File: src/rtl/bus_arbiter_pkg.sv
// rtl/bus_arbiter_pkg.sv - shared bus constants and arbiter state encoding
// Purpose: common width, default error data and FSM encoding for the
//          STB/ACK bus arbiter and its watchdog.
// Ports:   none (package).
package bus_arbiter_pkg;

    localparam int BUS_W = 32;

    localparam logic [BUS_W-1:0] ERR_DATA_DEFAULT = 32'h0000_0000;

    typedef enum logic [1:0] {
        ST_IDLE = 2'd0,
        ST_GNT0 = 2'd1,
        ST_GNT1 = 2'd2
    } arb_state_e;

endpackage

File: src/rtl/bus_watchdog.sv
// rtl/bus_watchdog.sv - transfer watchdog: wait counter, timeout strobe, error address capture
// Purpose: counts granted cycles without a slave ack and forces termination
//          of the transfer in its TIMEOUT-th granted cycle.
// Ports:   clk, reset_n       clock, asynchronous active-low reset
//          active             a grant is held with the master strobe high
//          ack                slave acknowledge
//          addr               slave address of the current transfer
//          timeout_hit        forced termination this cycle
//          err                one-cycle error pulse (same cycle as timeout_hit)
//          err_addr           address of the most recent timed-out transfer
module bus_watchdog
    import bus_arbiter_pkg::*;
#(
    parameter int TIMEOUT = 16
) (
    input  logic             clk,
    input  logic             reset_n,
    input  logic             active,
    input  logic             ack,
    input  logic [BUS_W-1:0] addr,
    output logic             timeout_hit,
    output logic             err,
    output logic [BUS_W-1:0] err_addr
);

    localparam int              CW       = $clog2(TIMEOUT + 1);
    localparam logic [CW-1:0]   LAST_CNT = CW'(TIMEOUT - 1);

    logic [CW-1:0]    count_q, count_d;
    logic [BUS_W-1:0] err_addr_q, err_addr_d;

    // A real ack in the final cycle wins over the timeout.
    assign timeout_hit = active & (count_q == LAST_CNT) & ~ack;
    assign err         = timeout_hit;
    assign err_addr    = err_addr_q;

    // Any end of the granted phase (idle, abort, ack, timeout) clears the
    // counter, so the next grant always starts counting from zero even on a
    // direct hand-off between masters.
    always_comb begin
        count_d    = count_q;
        err_addr_d = err_addr_q;
        if (!active || ack || timeout_hit) begin
            count_d = '0;
        end else begin
            count_d = count_q + CW'(1);
        end
        if (timeout_hit) begin
            err_addr_d = addr;
        end
    end

    always_ff @(posedge clk or negedge reset_n) begin
        if (!reset_n) begin
            count_q    <= '0;
            err_addr_q <= '0;
        end else begin
            count_q    <= count_d;
            err_addr_q <= err_addr_d;
        end
    end

endmodule

File: src/rtl/bus_arbiter.sv
// rtl/bus_arbiter.sv - two-master round-robin STB/ACK bus arbiter with watchdog
// Purpose: grants one slave bus to master 0 (CPU) or master 1 (DMA/debug),
//          holds the grant until ack or timeout, alternates on contention.
// Ports:   clk, reset_n                         clock, async active-low reset
//          mK_stb/we/addr/dout (K=0,1)          master requests
//          mK_ack/din                           master responses
//          s_stb/we/addr/dout, s_din/s_ack      slave bus
//          err, err_addr                        timeout pulse and address
module bus_arbiter
    import bus_arbiter_pkg::*;
#(
    parameter int               TIMEOUT  = 16,
    parameter logic [BUS_W-1:0] ERR_DATA = ERR_DATA_DEFAULT
) (
    input  logic             clk,
    input  logic             reset_n,
    input  logic             m0_stb,
    input  logic             m0_we,
    input  logic [BUS_W-1:0] m0_addr,
    input  logic [BUS_W-1:0] m0_dout,
    output logic             m0_ack,
    output logic [BUS_W-1:0] m0_din,
    input  logic             m1_stb,
    input  logic             m1_we,
    input  logic [BUS_W-1:0] m1_addr,
    input  logic [BUS_W-1:0] m1_dout,
    output logic             m1_ack,
    output logic [BUS_W-1:0] m1_din,
    output logic             s_stb,
    output logic             s_we,
    output logic [BUS_W-1:0] s_addr,
    output logic [BUS_W-1:0] s_dout,
    input  logic [BUS_W-1:0] s_din,
    input  logic             s_ack,
    output logic             err,
    output logic [BUS_W-1:0] err_addr
);

    arb_state_e       state_q, state_d;
    logic             last_q, last_d;   // master served most recently
    logic             active;
    logic             timeout_hit;
    logic             done;
    logic [BUS_W-1:0] rd_data;

    assign active  = ((state_q == ST_GNT0) & m0_stb) | ((state_q == ST_GNT1) & m1_stb);
    assign done    = s_ack | timeout_hit;
    assign rd_data = timeout_hit ? ERR_DATA : s_din;

    bus_watchdog #(
        .TIMEOUT (TIMEOUT)
    ) u_watchdog (
        .clk         (clk),
        .reset_n     (reset_n),
        .active      (active),
        .ack         (s_ack),
        .addr        (s_addr),
        .timeout_hit (timeout_hit),
        .err         (err),
        .err_addr    (err_addr)
    );

    // Slave mux and master responses, all driven from the registered grant.
    always_comb begin
        s_stb  = 1'b0;
        s_we   = 1'b0;
        s_addr = '0;
        s_dout = '0;
        m0_ack = 1'b0;
        m1_ack = 1'b0;
        m0_din = '0;
        m1_din = '0;
        case (state_q)
            ST_GNT0: begin
                s_stb  = m0_stb;
                s_we   = m0_we;
                s_addr = m0_addr;
                s_dout = m0_dout;
                m0_ack = done;
                m0_din = rd_data;
            end
            ST_GNT1: begin
                s_stb  = m1_stb;
                s_we   = m1_we;
                s_addr = m1_addr;
                s_dout = m1_dout;
                m1_ack = done;
                m1_din = rd_data;
            end
            default: ;
        endcase
    end

    // A completing master never stays granted: it goes to IDLE or hands off,
    // so a CPU strobe still high after its ack cannot ride a stale grant.
    always_comb begin
        state_d = state_q;
        last_d  = last_q;
        case (state_q)
            ST_IDLE: begin
                if (m0_stb && m1_stb) begin
                    state_d = last_q ? ST_GNT0 : ST_GNT1;
                end else if (m0_stb) begin
                    state_d = ST_GNT0;
                end else if (m1_stb) begin
                    state_d = ST_GNT1;
                end
            end
            ST_GNT0: begin
                if (done) begin
                    last_d  = 1'b0;
                    state_d = m1_stb ? ST_GNT1 : ST_IDLE;
                end else if (!m0_stb) begin
                    state_d = ST_IDLE;
                end
            end
            ST_GNT1: begin
                if (done) begin
                    last_d  = 1'b1;
                    state_d = m0_stb ? ST_GNT0 : ST_IDLE;
                end else if (!m1_stb) begin
                    state_d = ST_IDLE;
                end
            end
            default: state_d = ST_IDLE;
        endcase
    end

    always_ff @(posedge clk or negedge reset_n) begin
        if (!reset_n) begin
            state_q <= ST_IDLE;
            last_q  <= 1'b1;
        end else begin
            state_q <= state_d;
            last_q  <= last_d;
        end
    end

endmodule
File: config.mk
export PLATFORM = sky130hd
export DESIGN_NAME = bus_arbiter
export DESIGN_NICKNAME = d
export VERILOG_FILES = /design/src/rtl/bus_arbiter_pkg.sv /design/src/rtl/bus_watchdog.sv /design/src/rtl/bus_arbiter.sv
export SDC_FILE = /design/constraint.sdc
export NUM_CORES = 1
export LEC_CHECK = 0
export BUFFER_PORTS_ARGS = -buffer_cell sky130_fd_sc_hd__buf_2
export CAP_MARGIN = 5
export CORE_AREA = 2 2 129 131
export CTS_CLUSTER_SIZE = 20
export DETAILED_ROUTE_END_ITERATION = 7
export DIE_AREA = 0 0 131 133
export PLACE_DENSITY_LB_ADDON = 0.05
export SYNTH_ARGS = -nofsm -noshare
export SYNTH_HDL_FRONTEND = slang
export SYNTH_SLANG_ARGS = --single-unit
File: constraint.sdc
create_clock -name clk -period 2.7 [get_ports clk]
set_input_delay 0.27 -clock clk [delete_from_list [all_inputs] [get_ports clk]]
set_output_delay 0.27 -clock clk [all_outputs]
set_load 0.02 [all_outputs]
---- After elaboration in Yosys (flattened, before gate mapping) ----
Index checks and enable logic that the tools add are counted.
word-level totals
  register bits after elaboration ......... 40
  input bits .............................. 167
  output and inout bits ................... 165
  logic and storage cells ................. 52
cells by class
  add/sub/neg operators ................... 1
  eq/ne operators ......................... 8
  multiplexer cells ....................... 24
  bitwise operators ....................... 7
  reduce and logical (&&, ||, !) cells .... 8
operators by type and width
  kind                   number
  $pmux W32 S2           2
  $mux W32               3
  $mux W2                9
  $ne A3 B3 Y1 const B   2
  $pmux W1 S2            3
  $pmux W2 S3            1
  $reduce_and A3 Y1      2
  $add A5 B1 Y5 const B  1
  $eq A5 B4 Y1 const B   1
  $mux W1                5
  $mux W5                1
  $and A1 B1 Y1          4
  $ne A2 B2 Y1 const B   2
  $ne A4 B4 Y1 const B   1
  $eq A2 B1 Y1 const B   1
  $eq A2 B2 Y1 const B   1
  $logic_not A2 Y1       1
  $logic_or A1 B1 Y1     2
  $or A1 B1 Y1           2
  $reduce_bool A2 Y1     1
  $logic_and A1 B1 Y1    1
  $logic_not A1 Y1       1
  $not A1 Y1             1

---- Longest topological paths before layout ----
Gate-level depths: netlist of run 1.
  depth after elaboration ................. 8
  gate-level depth with buffers ........... 8
  gate-level depth less buffers ........... 7

---- By module ----
Synthesis of run 1 repeated with hierarchy kept, for this count alone.
unflattened totals
  cells, all modules ...................... 345
  area, all modules ....................... 3,305.7 um2
modules (own cells, without submodules)
  module        times used  cells an instance  area an instance (um2)  sequential area each (um2)
  bus_arbiter   1           255                1,739.2                 76.3
  bus_watchdog  1           90                 1,566.5                 925.9

---- Worst setup path after synthesis of run 1 ----
No wires, ideal clock.
  kind .................................... register to output
  start point ............................. register u_watchdog.count_q[0]
  end point ............................... output m0_din[10]
  arrival ................................. 1.812 ns
  data required time ...................... 2.430 ns
  path slack .............................. 0.618 ns
  stages on the path, launching flop included .. 9
  path buffers ............................ 2
  path through ............................ dfrtp_1 -> ha_1 -> and3_1 -> ha_1 -> and2b_1 -> nand2_8 -> buf_6 -> clkbuf_2 -> and3_1
on the way
  longest elaborated chain between the ends .. 5
ends and longest elaborated chain
  element                     RTL line            RTL
  start: declaration          bus_watchdog.sv:29  logic [CW-1:0] count_q, count_d;
  start signal: assignment    bus_watchdog.sv:58  count_q <= count_d;
  $eq A5 B4 Y1                bus_watchdog.sv:33  assign timeout_hit = active & (count_q == LAST_CNT) & ~ack;
  $and A1 B1 Y1 (2 in a row)  bus_watchdog.sv:33
  $mux W32                    bus_arbiter.sv:48   assign rd_data = timeout_hit ? ERR_DATA : s_din;
  $mux W32                    bus_arbiter.sv:73   case (state_q)
  end: declaration            bus_arbiter.sv:22   output logic [BUS_W-1:0] m0_din,
Every way passes these cells.

---- Worst setup path in the final report of run 1 ----
  start point ............................. register u_watchdog.count_q[0]
  end point ............................... output err
on the way
  longest elaborated chain between the ends .. 3
ends and longest elaborated chain
  element                     RTL line            RTL
  $eq A5 B4 Y1                bus_watchdog.sv:33
  $and A1 B1 Y1 (2 in a row)  bus_watchdog.sv:33
  end: declaration            bus_arbiter.sv:35   output logic err,
Every way passes these cells.

==> results of run 1 <==
==> what timing repair did <==
action | CTS | global route
resized for setup | 0 | 1
hold buffers | 0 | 0
hold endpoints to repair | 0 | 0
endpoints found under the setup margin | 0 | 1
==> per-stage QoR <==
stage,power (mW),cell area [um2],instances
6_report,4.056,5266,873
5_1_grt,4.333,5266,873
4_1_cts,4.123,5264,873
3_5_place_dp,3.407,5096,865
3_3_place_gp,3.410,5096,865
2_1_floorplan,2.521,3339,348
==> Yosys cell counts (2+ instances only) <==
master,number
and3_1,67
buf_12,3
buf_6,3
ha_1,6
clkbuf_2,6
clkbuf_1,13
nor2b_1,67
inv_1,4
nor2_1,7
mux2_4,29
a22oi_1,65
mux2_2,3
a32o_1,3
dfrtp_1,39
nand2_1,2
buf_2,14
==> layer usage <==
metal	wire, um	global-route usage (%)	up-vias	part of all wire [%]
li1	-	-	1876	-
met1	5577	17.02	1822	40
met2	7217	27.49	164	52
met3	900	2.588	8	6.5
met4	159	3.073	0	1.1
met5	0	0	-	0
==> cells by family (layout without fill, tap and decap cells) <==
kind of cell | after synthesis | after routing
flops | 40 | 40
fa+ha+maj | 6 | 6
compound gates | 75 | 75
mux | 32 | 32
xor+xnor | 2 | 2
simple gates | 149 | 149
buf+inv | 44 | 349
==> flip-flops by register name, summed over array words and instances, names as in the netlist <==
| register | cells |
|---|---|
| u_watchdog.err_addr | 32 |
| u_watchdog.count_q | 5 |
| state_q | 2 |
| last_q | 1 |
==> where the power goes <==
| group | switching (mW) | internal, mW | leakage, nW | total [mW] |
|---|---|---|---|---|
| clock network | 0.250 | 0.435 | 0.0798 | 0.685 |
| logic | 1.68 | 1.04 | 2.48 | 2.72 |
| registers | 0.0223 | 0.629 | 0.553 | 0.651 |
==> cell type report <==
type / count / area, um2
multi-input cells: 264 / 2076
clock inverters: 3 / 42.54
inverters: 5 / 26.28
flip-flops and latches: 40 / 1002
clock buffers: 5 / 125.1
repair buffers: 336 / 1719
well taps: 220 / 275.3
fillers: 1750 / 10910
==> critical path, cell delays in order (launching register included) <==
cell	delay [ps]
dfrtp_1	370
ha_1	180
and3_1	170
ha_1	200
and2b_1	230
nand2_8	220
inv_8	330
buf_2	230
==> how the worst max path moves through the flow <==
stage	from	endpoint	slack (ps)	depth (start not counted)
final	u_watchdog.count_q[0]$_DFF_PN0_	err	210	7
after global routing	u_watchdog.count_q[0]$_DFF_PN0_	err	80	7
after CTS	u_watchdog.count_q[0]$_DFF_PN0_	err	80	7
after detailed placement	u_watchdog.count_q[0]$_DFF_PN0_	err	390	7
after global placement	u_watchdog.count_q[0]$_DFF_PN0_	err	430	7
after floorplan	u_watchdog.count_q[0]$_DFF_PN0_	m0_din[10]	620	8
==> reports/qor.csv, run 1 <==
stage,metric,value,unit
sta,post-layout min period,2487,ps
clock_tree,H-tree depth,2,
yosys,Unique masters post-synth,33,
setup_path,Setup Crit Path Kind,reg2out,
setup_path,FF-to-FF End,u_watchdog.err_addr[30]$_DFFE_PN0P_,
finish,layout cells sized above 1,58.81,%
setup_path,Worst EP arrival,2220,ps
route,Avg WL per Cell,15.87,um
finish,most frequent cells in the layout,"buf_2, and3_1, nor2b_1",
clock_tree,clk slew on worst S/H paths,60,ps
global_route,Total GRT Usage,14.63,%
yosys,ys async rst share,100.0,%
yosys,"top cells by area, synth","dfrtp_1, a22oi_1, mux2_4",
setup_path,startpoint types,register,
finish,area delta synth->final,57.70,%
yosys,Seq cells post-synth,40,
power_and_ir_drop,maximum vdd drop,425.6,uV
yosys,Synth Area in Compound Gates,17.53,%
place,Placer Congestion,0.7931,
route,Post-DRT Antenna Nets,0,
yosys,Mapped Nets,521,
clock_tree,setup bufs post-CTS,0,
sta,Worst slew margin,39.09,%
floorplan,Rows,47,
setup_path,CP endpoint kind,primary output,
clock_tree,clk root buf,clkbuf_16,
setup_path,worst r2r src,u_watchdog.count_q[0]$_DFF_PN0_,
yosys,share of the synthesized area in the top cell type,29.22,%
clock_tree,Clock Sinks,40,
global_route,first-pass GRT wire length,20010,um
global_route,vias in the first global route,3761,
yosys,Mapped Area,0.003339,mm2
floorplan,Die Y,133,um
yosys,mux share of post-synthesis cell area,14.05,%
global_route,initial antenna violation count,0,
route,Vias,3870,
route,DR DRC count,0,
finish,ANT cells,0,
run,Max Cap Viol,0,
setup_path,Crit Path Max Fanout,65,
yosys,Post-synth EDFFs,0,
yosys,Synth Area in Simple Gates,27.65,%
status,status,completed,
finish,nets,825,
place,post-DP HPWL,10630,um
clock_tree,Clock Latency Late Sink,280,ps
sta,Min Hold Slack,118.0,ps
clock_tree,TritonCTS clock tree,yes,
sta,max-slew violations,0,
place,pre-CTS WS,393.0,ps
global_route,remaining global-route overflow,0,
sta,fin crit share,92.12,%
yosys,syn avg cell area,9.596,um2
sta,Setup Skew,5.441,ps
setup_path,r2r setup slk,480,ps
floorplan,die area,0.01742,mm2
place,IO buf count,331,
floorplan,initial core utilization,20.65,%
floorplan,Ports,332,
power_and_ir_drop,cell leakage power,3.117,nW
route,"wirelength, routed",13860,um
global_route,largest net degree at the start of global routing,101,
yosys,Post-Syn Instances,348,
finish,Layout Utilization,32.56,%
floorplan,Die Width,131,um
clock_tree,number of buffers created by CTS,5,
sta,Final TNS setup,0,ps
sta,Worst Tran Pin Value,913.7,ps
setup_path,FF-to-FF path depth,7,
sta,RSZ-0062 raised after global routing,false,
yosys,Synth warnings,0,
yosys,Yosys top cell by area,dfrtp_1,
sta,Final WS setup,212.7,ps
yosys,sequential fraction of the synthesis area,30.01,%
yosys,main combinational cell family by area after synthesis,simple AND/OR/NAND/NOR gates,
route,DR vias/cell,4.433,
route,Pre-Repair DR Iteration Count,4,
sta,Final Hold Viols,0,
finish,"most common cell after layout, fill and taps aside",buf_2,
clock_tree,Max Root-Sink Buffers,2,
floorplan,area of the core,0.01617,mm2
setup_path,critical path data required time,2430,ps
power_and_ir_drop,Power Density,770.2,mW/mm2
yosys,prevailing post-synth register cell,dfrtp_1,
yosys,Post-Synth Adder-Cell Area,2.248,%
sta,Final Setup Violations,0,
sta,Highest Clock Rate,0.4020,GHz
yosys,Synth Area in XOR/XNOR,0.5245,%
hold_path,HP Class,in2async,
route,DR iter-0 viols,136,
No activity file was read; power rests on OpenSTA's default activity.
==> run 2: changes to the inputs <==
--- a/constraint.sdc
+++ b/constraint.sdc
@@ -3,2 +3,2 @@
 set_output_delay 0.27 -clock clk [all_outputs]
-set_load 0.02 [all_outputs]
+set_load 0.01 [all_outputs]
==> run 2 against run 1 <==
Effect of this change:
- sequential share of layout area is essentially flat
- critical path type unchanged
- register-to-register slack is essentially flat
- largest cell class unchanged
- power shrank 8.0%
- die area is the same
- hold slack gained 9.6 ps
==> reports/qor.csv, run 2 (synthesis results as in run 1) <==
stage,metric,value,unit
place,post-DP HPWL,10980,um
route,DR iter-0 viols,125,
floorplan,area of the core,0.01617,mm2
clock_tree,clk root buf,clkbuf_16,
finish,area delta synth->final,58.00,%
clock_tree,Max Root-Sink Buffers,2,
setup_path,CP endpoint kind,primary output,
floorplan,Ports,332,
setup_path,Crit Path Max Fanout,65,
global_route,largest net degree at the start of global routing,73,
finish,most frequent cells in the layout,"buf_2, and3_1, nor2b_1",
sta,Worst Tran Pin Value,932.5,ps
finish,layout cells sized above 1,58.87,%
hold_path,HP Class,in2async,
global_route,Total GRT Usage,15.06,%
clock_tree,CTS hold repair buffers,0,
global_route,first-pass GRT wire length,20620,um
sta,Setup Skew,2.514,ps
route,DR vias/cell,4.458,
clock_tree,post-CTS sizing,0,
finish,"most common cell after layout, fill and taps aside",buf_2,
sta,Final Hold Viols,0,
floorplan,initial core utilization,20.65,%
run,Max Cap Viol,0,
clock_tree,H-tree depth,2,
sta,fin crit share,90.99,%
sta,Final TNS setup,0,ps
floorplan,die area,0.01742,mm2
clock_tree,TritonCTS clock tree,yes,
route,Avg WL per Cell,16.28,um
finish,nets,826,
place,IO buf count,331,
clock_tree,clk slew on worst S/H paths,60,ps
global_route,initial antenna violation count,0,
power_and_ir_drop,"Power, Total",3.732,mW
route,DR DRC count,0,
floorplan,Die Width,131,um
power_and_ir_drop,cell leakage power,3.129,nW
power_and_ir_drop,maximum vdd drop,300.6,uV
sta,Final WS setup,243.2,ps
finish,max reg flops,32,
status,status,completed,
floorplan,Die Y,133,um
power_and_ir_drop,Power Density,707.3,mW/mm2
clock_tree,setup bufs post-CTS,0,
sta,Final Setup Violations,0,
finish,ANT cells,0,
global_route,vias in the first global route,3869,
route,Pre-Repair DR Iteration Count,4,
sta,RSZ-0062 raised after global routing,false,
setup_path,critical path data required time,2430,ps
sta,Worst slew margin,37.83,%
sta,post-layout min period,2457,ps
clock_tree,Clock Latency Late Sink,280,ps
sta,max-slew violations,0,
route,"wirelength, routed",14230,um
place,pre-CTS WS,384.5,ps
setup_path,Setup Crit Path Kind,reg2out,
clock_tree,number of buffers created by CTS,5,
place,Placer Congestion,0.7992,
floorplan,Rows,47,
setup_path,startpoint types,register,
route,Vias,3896,
sta,Highest Clock Rate,0.4070,GHz
setup_path,Worst EP arrival,2190,ps
global_route,remaining global-route overflow,0,
route,Post-DRT Antenna Nets,0,
clock_tree,Clock Sinks,40,
==> run 2: cell types whose count changed in the layout (fill, tap and decap cells not counted), sizes merged <==
cell	delta
buf	+1
clkbuf	+2
clkinv	-1
clkinvlp	-1
==> run 2: per-stage QoR <==
stage	instance area, um2	hold WS, ps	instances	utilization, %
after detailed placement	5091	468.0	866	31.48
after global placement	5091	454.0	866	31.48
after global routing	5276	228.6	874	32.63
final	5276	127.6	874	32.63
after CTS	5274	176.3	874	32.61
after floorplan	3339	-25.59	348	-
==> run 2: layout make-up <==
class	count	area, um2
repair buffers	337	1714
clock buffers	7	152.6
clock inverters	1	30.03
inverters	5	26.28
multi-input cells	264	2076
fillers	1771	10900
flip-flops and latches	40	1002
well taps	220	275.3
==> run 2: worst paths after layout <==
kind,start,endpoint,slack [ps],cells after the start
min in group clk,s_ack,last_q$_DFFE_PN1P_,430,3
setup / recovery,u_watchdog.count_q[0]$_DFF_PN0_,err,240,7
setup reg to reg,u_watchdog.count_q[0]$_DFF_PN0_,u_watchdog.err_addr[30]$_DFFE_PN0P_,490,7
max in group asynchronous,reset_n,u_watchdog.err_addr[16]$_DFFE_PN0P_,1990,1
hold reg to reg,u_watchdog.count_q[0]$_DFF_PN0_,u_watchdog.count_q[0]$_DFF_PN0_,460,1
hold / removal,reset_n,u_watchdog.err_addr[7]$_DFFE_PN0P_,130,1
==> run 2: worst max-delay path, cell delays in order, from the launching register on <==
cell and delay, ps:
dfrtp_1 390, ha_1 220, and3_1 190, ha_1 230, and2b_1 220, nand2_8 270, inv_8 180, buf_2 200
==> run 2: metal layers <==
| metal | global-route usage [%] | wire length, um | vias up |
|---|---|---|---|
| li1 | - | - | 1875 |
| met1 | 17.73 | 5669 | 1821 |
| met2 | 27.58 | 7344 | 183 |
| met3 | 2.588 | 911 | 17 |
| met4 | 4.255 | 301 | 0 |
| met5 | 0 | 0 | - |
==> run 2: report_power, final <==
| part | total, mW | switching (mW) | internal (mW) |
|---|---|---|---|
| clock | 0.725 | 0.238 | 0.487 |
| sequential | 0.650 | 0.0213 | 0.629 |
| combinational | 2.36 | 1.32 | 1.03 |
| total | 3.73 | 1.58 | 2.15 |
==> run 3: changes to the inputs <==
- RECOVER_POWER: not set -> 25
==> run 3 against run 2 <==
Effect of this change:
- the flow now finishes with violations (max-capacitance violations, max-slew violations)
- via count up 0.49%
- sequential cell count unchanged
- die area unchanged
- cell area down 0.52%
- global-route usage unchanged
- register-to-register slack about the same
- critical path type unchanged
- largest power group unchanged
- highest routed layer unchanged
==> reports/qor.csv, run 3 (synthesis results as in run 1) <==
stage,metric,value,unit
finish,max reg flops,32,
global_route,initial antenna violation count,0,
route,DR top layer,met4,
sta,Final Hold Viols,0,
place,Placer Congestion,0.7992,
route,Pre-Repair DR Iteration Count,4,
sta,Worst Tran Pin Value,2253,ps
power_and_ir_drop,Power Density,710.3,mW/mm2
power_and_ir_drop,"Power, Total",3.728,mW
sta,RSZ-0062 raised after global routing,false,
clock_tree,Clock Sinks,40,
clock_tree,Max Root-Sink Buffers,2,
clock_tree,TritonCTS clock tree,yes,
route,M1 WL,5691,um
sta,fin crit share,91.09,%
sta,Final Setup Violations,0,
sta,Highest Clock Rate,0.4066,GHz
sta,Final WS setup,240.6,ps
setup_path,Crit Path Max Fanout,65,
floorplan,Ports,332,
clock_tree,Clock Latency Late Sink,280,ps
sta,post-layout min period,2459,ps
finish,nets,826,
place,pre-CTS WS,384.5,ps
sta,max-slew violations,41,
route,DR DRC count,0,
power_and_ir_drop,maximum vdd drop,299.6,uV
clock_tree,clk slew on worst S/H paths,60,ps
global_route,Total GRT Usage,15.06,%
hold_path,hold_sp,m0_addr[1],
finish,ANT cells,0,
setup_path,r2r setup slk,490,ps
setup_path,CP endpoint kind,primary output,
route,DR iter-0 viols,111,
route,met3 WL,914,um
global_route,first-pass GRT wire length,20620,um
setup_path,FF-to-FF End,u_watchdog.err_addr[28]$_DFFE_PN0P_,
hold_path,HP Class,in2reg,
clock_tree,number of buffers created by CTS,5,
finish,"most common cell after layout, fill and taps aside",buf_2,
setup_path,startpoint types,register,
finish,area delta synth->final,57.17,%
place,IO buf count,331,
power_and_ir_drop,cell leakage power,3.033,nW
floorplan,die area,0.01742,mm2
floorplan,initial core utilization,20.65,%
clock_tree,setup bufs post-CTS,0,
floorplan,Die Width,131,um
route,length of routed met2 wiring,7361,um
sta,Final TNS setup,0,ps
clock_tree,clk root buf,clkbuf_16,
sta,Setup Skew,2.934,ps
clock_tree,H-tree depth,2,
sta,Worst slew margin,-50.17,%
place,post-DP HPWL,10980,um
setup_path,Worst EP arrival,2190,ps
global_route,vias in the first global route,3869,
run,Max Cap Viol,1,
hold_path,end of the worst hold path,u_watchdog.err_addr[1]$_DFFE_PN0P_,
hold_path,hold path cells,4,
floorplan,Rows,47,
finish,most frequent cells in the layout,"buf_2, and3_1, nor2b_1",
global_route,remaining global-route overflow,0,
route,Vias,3915,
route,Post-DRT Antenna Nets,0,
route,"wirelength, routed",14270,um
route,Avg WL per Cell,16.32,um
global_route,largest net degree at the start of global routing,73,
finish,layout cells sized above 1,55.50,%
finish,Layout Utilization,32.46,%
setup_path,worst r2r src,u_watchdog.count_q[0]$_DFF_PN0_,
setup_path,critical path data required time,2430,ps
setup_path,FF-to-FF path depth,7,
route,DR vias/cell,4.479,
status,failing checks,"max-capacitance violations, max-slew violations",
floorplan,area of the core,0.01617,mm2
floorplan,Die Y,133,um
status,status,"finished, violations left",
setup_path,Setup Crit Path Kind,reg2out,
-- run 3: per-stage QoR --
stage / area, um2 / hold slack (ps) / instances
2_1_floorplan: 3339 / -25.59 / 348
3_3_place_gp: 5091 / 454.0 / 866
3_5_place_dp: 5091 / 468.0 / 866
4_1_cts: 5274 / 176.3 / 874
5_1_grt: 5249 / 455.6 / 874
6_report: 5249 / 431.0 / 874
-- run 3: critical path: stages (launching register included) --
cell and delay, ps:
dfrtp_1 390, ha_1 220, and3_1 190, ha_1 230
and2b_1 220, nand2_8 270, inv_8 180, buf_2 200
-- run 3: what timing repair did --
item / CTS / global route
hold buffers: 0 / 0
endpoints found under the setup margin: 0 / 1
gates resized for setup: 0 / 1
-- run 3: area by class of cell --
class                   instances  area, um2
clock buffers                   7      152.6
clock inverters                 1      30.03
fillers                      1778      10920
inverters                       5      26.28
multi-input cells             264       2076
flip-flops and latches         40       1002
well taps                     220      275.3
repair buffers                337       1687
-- run 3: how the worst max path moves through the flow --
stage,startpoint,to,slack [ps],cells past startpoint
2_1_floorplan,u_watchdog.count_q[0]$_DFF_PN0_,m0_din[10],680,8
3_3_place_gp,u_watchdog.count_q[0]$_DFF_PN0_,u_watchdog.err_addr[29]$_DFFE_PN0P_,460,7
3_5_place_dp,u_watchdog.count_q[0]$_DFF_PN0_,u_watchdog.err_addr[28]$_DFFE_PN0P_,380,7
4_1_cts,u_watchdog.count_q[0]$_DFF_PN0_,err,110,7
5_1_grt,u_watchdog.count_q[0]$_DFF_PN0_,err,40,7
6_report,u_watchdog.count_q[0]$_DFF_PN0_,err,240,7
-- run 3: metal layers --
layer | vias to the layer above | global-route usage, %
met5 | - | 0
met4 | 0 | 4.255
met3 | 17 | 2.588
met2 | 183 | 27.58
met1 | 1841 | 17.73
li1 | 1874 | -
-- run 3: power breakdown --
group | switching, mW | leakage (nW) | internal [mW]
clock network | 0.236 | 0.0901 | 0.487
logic | 1.32 | 2.39 | 1.03
registers | 0.0215 | 0.553 | 0.629
